<file path="src/rtl/gray_pkg.sv">
// rtl/gray_pkg.sv - Gray-code helpers and overflow-mode constants shared by counters and pointer-sync blocks
package gray_pkg;

  localparam int MAX_W    = 32;
  localparam int WRAP_MOD = 1;
  localparam int WRAP_SAT = 0;

  // Narrower codes are zero-extended into MAX_W; zero upper bits leave both conversions unchanged.
  function automatic logic [MAX_W-1:0] bin2gray(input logic [MAX_W-1:0] b);
    return b ^ (b >> 1);
  endfunction

  function automatic logic [MAX_W-1:0] gray2bin(input logic [MAX_W-1:0] g);
    logic [MAX_W-1:0] b;
    b[MAX_W-1] = g[MAX_W-1];
    for (int i = MAX_W - 2; i >= 0; i--) begin
      b[i] = b[i+1] ^ g[i];
    end
    return b;
  endfunction

endpackage

</file>
<file path="src/rtl/bin2gray_n.sv">
// rtl/bin2gray_n.sv - combinational binary-to-Gray converter of parametrised width
module bin2gray_n #(
  parameter int WIDTH = 4
) (
  input  logic [WIDTH-1:0] i_bin,
  output logic [WIDTH-1:0] o_gray
);

  assign o_gray = i_bin ^ (i_bin >> 1);

endmodule

</file>
<file path="src/rtl/gray_counter_n.sv">
// rtl/gray_counter_n.sv - registered up/down Gray counter with load and wrap/saturate policy
module gray_counter_n
  import gray_pkg::*;
#(
  parameter int WIDTH = 4,
  parameter int WRAP  = 1
) (
  input  logic             clk,
  input  logic             rst_n,
  input  logic             en,
  input  logic             up,
  input  logic             load,
  input  logic [WIDTH-1:0] load_bin,
  output logic [WIDTH-1:0] bin_out,
  output logic [WIDTH-1:0] gray_out,
  output logic             wrap
);

  localparam logic [WIDTH-1:0] ONE = WIDTH'(1);

  logic [WIDTH-1:0] r_bin;
  logic [WIDTH-1:0] r_gray;
  logic             r_wrap;
  logic [WIDTH-1:0] w_bin_next;
  logic [WIDTH-1:0] w_gray_next;
  logic [WIDTH-1:0] w_step;
  logic             w_limit;
  logic             w_wrap_next;

  assign w_limit = up ? (&r_bin) : ~(|r_bin);
  assign w_step  = up ? (r_bin + ONE) : (r_bin - ONE);

  // At the limit a step is still taken in modulo mode; saturate mode holds and flags it.
  always_comb begin
    w_bin_next  = r_bin;
    w_wrap_next = 1'b0;
    if (load) begin
      w_bin_next = load_bin;
    end else if (en) begin
      w_wrap_next = w_limit;
      if (!w_limit || (WRAP == WRAP_MOD)) begin
        w_bin_next = w_step;
      end
    end
  end

  bin2gray_n #(.WIDTH(WIDTH)) u_bin2gray (
    .i_bin  (w_bin_next),
    .o_gray (w_gray_next)
  );

  always_ff @(posedge clk or negedge rst_n) begin
    if (!rst_n) begin
      r_bin  <= '0;
      r_gray <= '0;
      r_wrap <= 1'b0;
    end else begin
      r_bin  <= w_bin_next;
      r_gray <= w_gray_next;
      r_wrap <= w_wrap_next;
    end
  end

  assign bin_out  = r_bin;
  assign gray_out = r_gray;
  assign wrap     = r_wrap;

endmodule

</file>
<file path="config.mk">
export PLATFORM = sky130hd
export DESIGN_NAME = gray_counter_n
export DESIGN_NICKNAME = d
export VERILOG_FILES = /design/src/rtl/gray_pkg.sv /design/src/rtl/bin2gray_n.sv /design/src/rtl/gray_counter_n.sv
export SDC_FILE = /design/constraint.sdc
export NUM_CORES = 1
export LEC_CHECK = 0
export CAP_MARGIN = 20
export CORE_AREA = 4 4 41 43
export CTS_CLUSTER_DIAMETER = 30
export CTS_CLUSTER_SIZE = 10
export DETAILED_ROUTE_END_ITERATION = 12
export DIE_AREA = 0 0 45 47
export PLACE_DENSITY = 0.68
export SYNTH_ARGS = -nofsm -noshare
export SYNTH_HDL_FRONTEND = slang
export SYNTH_SLANG_ARGS = --single-unit
</file>
<file path="constraint.sdc">
create_clock -name clk -period 1.6 [get_ports clk]
set_input_delay 0.32 -clock clk [delete_from_list [all_inputs] [get_ports clk]]
set_output_delay 0.32 -clock clk [all_outputs]
set_load 0.01 [all_outputs]
</file>
==> run metrics, run 1 <==
status finished clean; maximum number of buffers from clock root to sink 2; average cell area after synthesis 10.8 µm²; NumNets Final 86; Die Footprint 2120 µm²; Area Overhead vs Synth 71.3%; IO buf count 17; via density per instance 4.69; Num Clock Sinks 8; clock transition at the register clock pins on the worst setup and hold paths after CTS 0.06 ns; register bit total from synthesis 8; router iterations before antenna repair 2; setup repair after global routing missed its margin yes; leakage dissipation 0.354 nW; delay contributed by the slowest stage of the critical path 0.42 ns; first-iteration detailed-routing DRC count 2; data arrival time at the worst-slack endpoint 1.70 ns; residual overflow from global routing 0; number of levels in the clock H-tree 1; relative max-transition margin 0.692; row count 13; type of the most critical hold path in2async; slowest cell on the critical path sky130_fd_sc_hd__dfrtp_2; aggregate routed wire length 1040 µm; fraction of final layout cells with drive strength greater than 1 0.342; number of antenna violations at the first check in global routing 0; Placer Congestion 0.764; TritonCTS Buffers 3; first-pass GRT wire length 1660 µm; Yosys warning total 0; total routing usage reported by global routing 0.113; via count of the first global-routing pass 411; Critical Path Sink Type flop; crit path buf inv count 0; crit path cell chain ha_4 > nand3_2 > and4b_1 > or3_4 > xor2_1; VDD IR max 0.653 mV; root buf cell sky130_fd_sc_hd__clkbuf_4; final-report hold violation count 0; max-slew violations 0; count of antenna diodes in the layout 0; maximum clock frequency 0.642 GHz; power density of the placed cells 988 nW/µm²; area leader, netlist sky130_fd_sc_hd__dfrtp_1; sequential share of the synthesized area 0.442; number of primary I/O pins 18; # Max-Cap Violations 0; clock tree from TritonCTS built; clock insertion delay at the later pin of the skew report 0.26 ns; largest fanout on the critical path 3; average wire per cell in the routed design 11.8 µm; actual transition at the worst max-transition pin 0.457 ns; via total after detailed routing 413; final HPWL from detailed placement 826 µm; filler instances 124; initial standard-cell utilization of the core 0.348; final clock period utilization by the worst path 0.974; required time at the worst-slack endpoint 1.75 ns; Final Skew 0.00759 ns; maximum number of pins on one net before global-route repair 9; family of cells with the greatest summed delay on the critical path simple AND/OR/NAND/NOR gates; Final WS setup 0.0418 ns; kind of critical path reg2reg; Worst Hold Margin 0.335 ns; share of Yosys cell area claimed by the top area cell type 0.442; sum of negative setup slack 0 ns; number of hold buffers added after CTS 0; kind of launch point of the worst setup path flop; pre-CTS setup slack -0.520 ns; post-synth net total 54; final critical-path required period 1.56 ns; die width 45 µm; DIE HEIGHT 47 µm; total power after layout 0.000766 W; DRC viols 0; Synth Instances 42; number of distinct library cell variants in the gate-level netlist after synthesis 22; antenna violation net count after detailed routing 0; Final Util 0.596; top cells by area, synth sky130_fd_sc_hd__dfrtp_1 44%, sky130_fd_sc_hd__xnor2_1 7.7%, sky130_fd_sc_hd__ha_1 5.5%; area of the core region 1300 µm²; Setup violations, final 0; post-synthesis instance area 453 µm²
-- power by group --
| group | switching (W) | internal [W] | total (W) | leakage, nW |
|---|---|---|---|---|
| sequential | 0.0000265 | 0.000244 | 0.000270 | 0.0950 |
| clock | 0.0000722 | 0.0000956 | 0.000168 | 0.0150 |
| combinational | 0.000132 | 0.000196 | 0.000328 | 0.244 |
| total | 0.000231 | 0.000535 | 0.000766 | 0.354 |
-- synthesized netlist by cell type, drive strengths merged --
library cell,instances
ha,2
o21ai,2
or3,1
nor2,4
nand3,1
a31oi,1
fa,1
or4,1
a21oi,2
buf,2
inv,2
a22o,1
mux2i,2
xnor2,4
dfrtp,8
a211oi,1
and3,1
or2b,1
xor2,2
and4b,1
nand2,2
-- cell families (layout without fill, tap and decap cells) --
group | count (synthesis) | in the layout | synth area share
AOI/OAI and AO/OA | 7 | 7 | 0.0939
xor gates and xnor gates | 6 | 6 | 0.116
adders and majority gates | 3 | 3 | 0.0994
buffers and inverters | 4 | 35 | 0.0497
DFF | 8 | 8 | 0.442
muxes | 2 | 2 | 0.0442
and+or+nand+nor | 12 | 12 | 0.155
-- cell usage in the layout (no fill, tap or decap), drive strengths merged, types with 2 or more instances in the layout --
master,Yosys,layout
buf,2,12
a21oi,2,2
dlygate4sd2,0,4
mux2i,2,2
clkdlybuf4s50,0,13
ha,2,2
o21ai,2,2
nand2,2,2
inv,2,2
xor2,2,2
xnor2,4,4
clkbuf,0,4
nor2,4,4
dfrtp,8,8
-- worst register-to-register path: stages, from the launching register on --
cell and delay (ns):
sky130_fd_sc_hd__dfrtp_2 0.42, sky130_fd_sc_hd__ha_4 0.29, sky130_fd_sc_hd__nand3_2 0.08, sky130_fd_sc_hd__and4b_1 0.17, sky130_fd_sc_hd__or3_4 0.34, sky130_fd_sc_hd__xor2_1 0.15
-- per-layer routing --
layer	wire length [µm]	part of all wire	global-route usage	up-vias
li1	-	-	-	205
met4	0	0	0.0175	0
met3	88	0.085	0.0690	0
met5	0	0	0	-
met1	441	0.42	0.122	194
met2	509	0.49	0.192	14
-- flip-flops by register name (all words and copies together) (netlist names) --
register,cells
gray_out,3
wrap,1
bin_out,4
-- path summary, 6_finish.rpt --
check                           start     endpoint  slack [ns]  depth (start not counted)
min                             rst_n         wrap        0.33                          1
max in group asynchronous       rst_n   bin_out[2]        0.99                          1
min reg2reg                bin_out[3]         wrap        0.65                          2
min in group clk           bin_out[3]         wrap        0.65                          2
max                        bin_out[2]  gray_out[2]        0.04                          5
max reg2reg                bin_out[2]  gray_out[2]        0.04                          5
-- per-stage QoR --
step / area (µm²) / std cells
3_5_place_dp: 736 / 84
5_1_grt: 776 / 88
2_1_floorplan: 472 / 42
6_report: 776 / 88
4_1_cts: 759 / 88
3_3_place_gp: 736 / 84
-- layout make-up --
class,count,area [µm²],area share
repair buffers,29,255,0.329
multi-input cells,30,265,0.342
flip-flops and latches,8,203,0.261
inverters,2,7.51,0.00968
clock buffers,4,26.3,0.0339
well taps,15,18.8,0.0242
-- repair_timing --
action	in CTS	in global routing
setup buffers	0	1
resized for setup	6	4
endpoints found under the setup margin	11	5
pin swaps	0	4
Power figures use the tool's default switching activity.
==> run 2: changes to the inputs <==
--- a/config.mk
+++ b/config.mk
@@ -12,6 +12,7 @@
 export DETAILED_ROUTE_END_ITERATION = 12
 export DIE_AREA = 0 0 45 47
 export PLACE_DENSITY = 0.68
+export SLEW_MARGIN = 20
 export SYNTH_ARGS = -nofsm -noshare
 export SYNTH_HDL_FRONTEND = slang
 export SYNTH_SLANG_ARGS = --single-unit
==> constraint.sdc (replaced) <==
create_clock -name clk -period 1.6 [get_ports clk]
set_input_delay 0.32 -clock clk [delete_from_list [all_inputs] [get_ports clk]]
set_output_delay 0.32 -clock clk [all_outputs]
set_load 0.1 [all_outputs]
==> run 2 against run 1 <==
  * The flow now finishes with violations (setup timing)
  * Via count shrank 9.2%
  * Clock skew shrank 0.0046 ns
  * Routed wire length shrank 8.5%
  * Fmax shrank 4.6%
  * Core utilization grew 5.3 points
  * Power grew 54%
  * Clock-buffer cell count shrank 1
  * Worst hold slack gained 0.0075 ns
  * Die area is the same
  * Critical path type unchanged
  * Highest routed layer unchanged
==> run metrics, run 2 (synthesis gave the netlist of run 1 again) <==
status finished, violations left; violations in the final reports setup timing; IO buf count 17; Critical Path Sink Type flop; TritonCTS Buffers 3; maximum number of buffers from clock root to sink 2; number of antenna violations at the first check in global routing 0; kind of launch point of the worst setup path flop; aggregate routed wire length 951 µm; net switching share of the total power 0.470; Area Overhead vs Synth 86.5%; Internal Dissipation 0.000624 W; reg2reg setup slack -0.03 ns; number of setup buffers added after CTS 0; residual overflow from global routing 0; Final WS setup -0.0328 ns; final critical-path required period 1.63 ns; top library cells by usage in the layout, fill and taps aside 9 x sky130_fd_sc_hd__buf_12, 7 x sky130_fd_sc_hd__clkdlybuf4s50_1, 7 x sky130_fd_sc_hd__buf_4; maximum clock frequency 0.612 GHz; final HPWL from detailed placement 831 µm; # Max-Cap Violations 0; number of levels in the clock H-tree 1; R2R depth 5; initial standard-cell utilization of the core 0.348; actual transition at the worst max-transition pin 0.336 ns; reg-to-reg endpoint gray_out[2]; DRC viols 0; maximum number of pins on one net before global-route repair 9; die width 45 µm; via total after detailed routing 375; relative max-transition margin 0.776; leading cell type in the layout, fill and taps excluded sky130_fd_sc_hd__buf_12; share of power burned in the clock network 0.123; clock tree from TritonCTS built; leakage dissipation 0.365 nW; final-report hold violation count 0; Die Footprint 2120 µm²; clock insertion delay at the later pin of the skew report 0.24 ns; Largest register FFs 4; first-iteration detailed-routing DRC count 4; kind of critical path reg2reg; via density per instance 4.57; required time at the worst-slack endpoint 1.72 ns; final clock period utilization by the worst path 1.02; NumNets Final 81; max-slew violations 0; router iterations before antenna repair 2; Worst Hold Margin 0.342 ns; startpoint of the worst register-to-register path bin_out[1]; Placer Congestion 0.714; data arrival time at the worst-slack endpoint 1.75 ns; via count of the first global-routing pass 393; row count 13; average wire per cell in the routed design 11.6 µm; clock transition at the register clock pins on the worst setup and hold paths after CTS 0.05 ns; power density of the placed cells 1390 nW/µm²; area of the core region 1300 µm²; switching pwr 0.000553 W; portion of total power attributed to combinational logic 0.624; type of the most critical hold path in2async; largest fanout on the critical path 5; root buf cell sky130_fd_sc_hd__clkbuf_4; first-pass GRT wire length 1640 µm; count of antenna diodes in the layout 0; total routing usage reported by global routing 0.111; fraction of final layout cells with drive strength greater than 1 0.463; Num Clock Sinks 8; Setup violations, final 1; VDD IR max 0.718 mV; post-route cell area 845 µm²; setup repair after global routing missed its margin yes; antenna violation net count after detailed routing 0; part of the total power dissipated in sequential elements 0.253; Final Skew 0.00299 ns; Placement Cell Area 823 µm²; DIE HEIGHT 47 µm; number of primary I/O pins 18
## run 2: through the flow
stage               instances  TNS [ns]   util  power [W]  setup WS [ns]
floorplan                  42    -0.400      -   0.000748         -0.172
finish                     82   -0.0328  0.649    0.00118        -0.0328
global placement           79     -2.51  0.633    0.00104         -0.483
detailed placement         79     -2.70  0.633    0.00104         -0.516
global route               82    -0.218  0.649    0.00123        -0.0821
CTS                        82   -0.0456  0.649    0.00119        -0.0456
## run 2: repair_timing
action                                  4_1_cts  5_1_grt
pin swaps                                     1        2
endpoints found under the setup margin        6        3
gates resized for setup                       2        0
hold buffers                                  0        0
endpoints found under the hold margin         0        0
cloned                                        0        0
## run 2: worst max-delay path by stage
stage | start | to | cells after the start
after global routing | bin_out[2] | gray_out[2] | 5
after global placement | up | gray_out[2] | 7
final | bin_out[1] | gray_out[2] | 5
after detailed placement | up | gray_out[2] | 7
after CTS | bin_out[1] | gray_out[2] | 5
after floorplan | bin_out[2] | gray_out[2] | 5
## run 2: final cells by class
cell class	count	area, µm²
clock buffers	3	22.5
fillers	117	457
inverters	2	7.51
multi-input cells	30	272
flip-flops and latches	8	213
well taps	15	18.8
repair buffers	24	312
## run 2: metal layers
metal	global-route usage	wire length, µm
met1	0.123	427
met4	0.0175	0
met2	0.195	470
met5	0	0
met3	0.0575	52
## run 2: worst max-delay path: stages (launching register included)
cell and delay [ns]:
sky130_fd_sc_hd__dfrtp_4 0.51, sky130_fd_sc_hd__ha_4 0.27, sky130_fd_sc_hd__nand3_2 0.07, sky130_fd_sc_hd__and4b_1 0.17, sky130_fd_sc_hd__or3_4 0.34, sky130_fd_sc_hd__xor2_1 0.15
## run 2: power by group through the flow
stage	logic, W	clock network [W]	registers, W
2_1_floorplan	0.000163	0	0.000585
3_3_place_gp	0.000736	0	0.000303
3_5_place_dp	0.000740	0	0.000302
4_1_cts	0.000742	0.000152	0.000299
5_1_grt	0.000764	0.000164	0.000304
6_report	0.000734	0.000145	0.000298
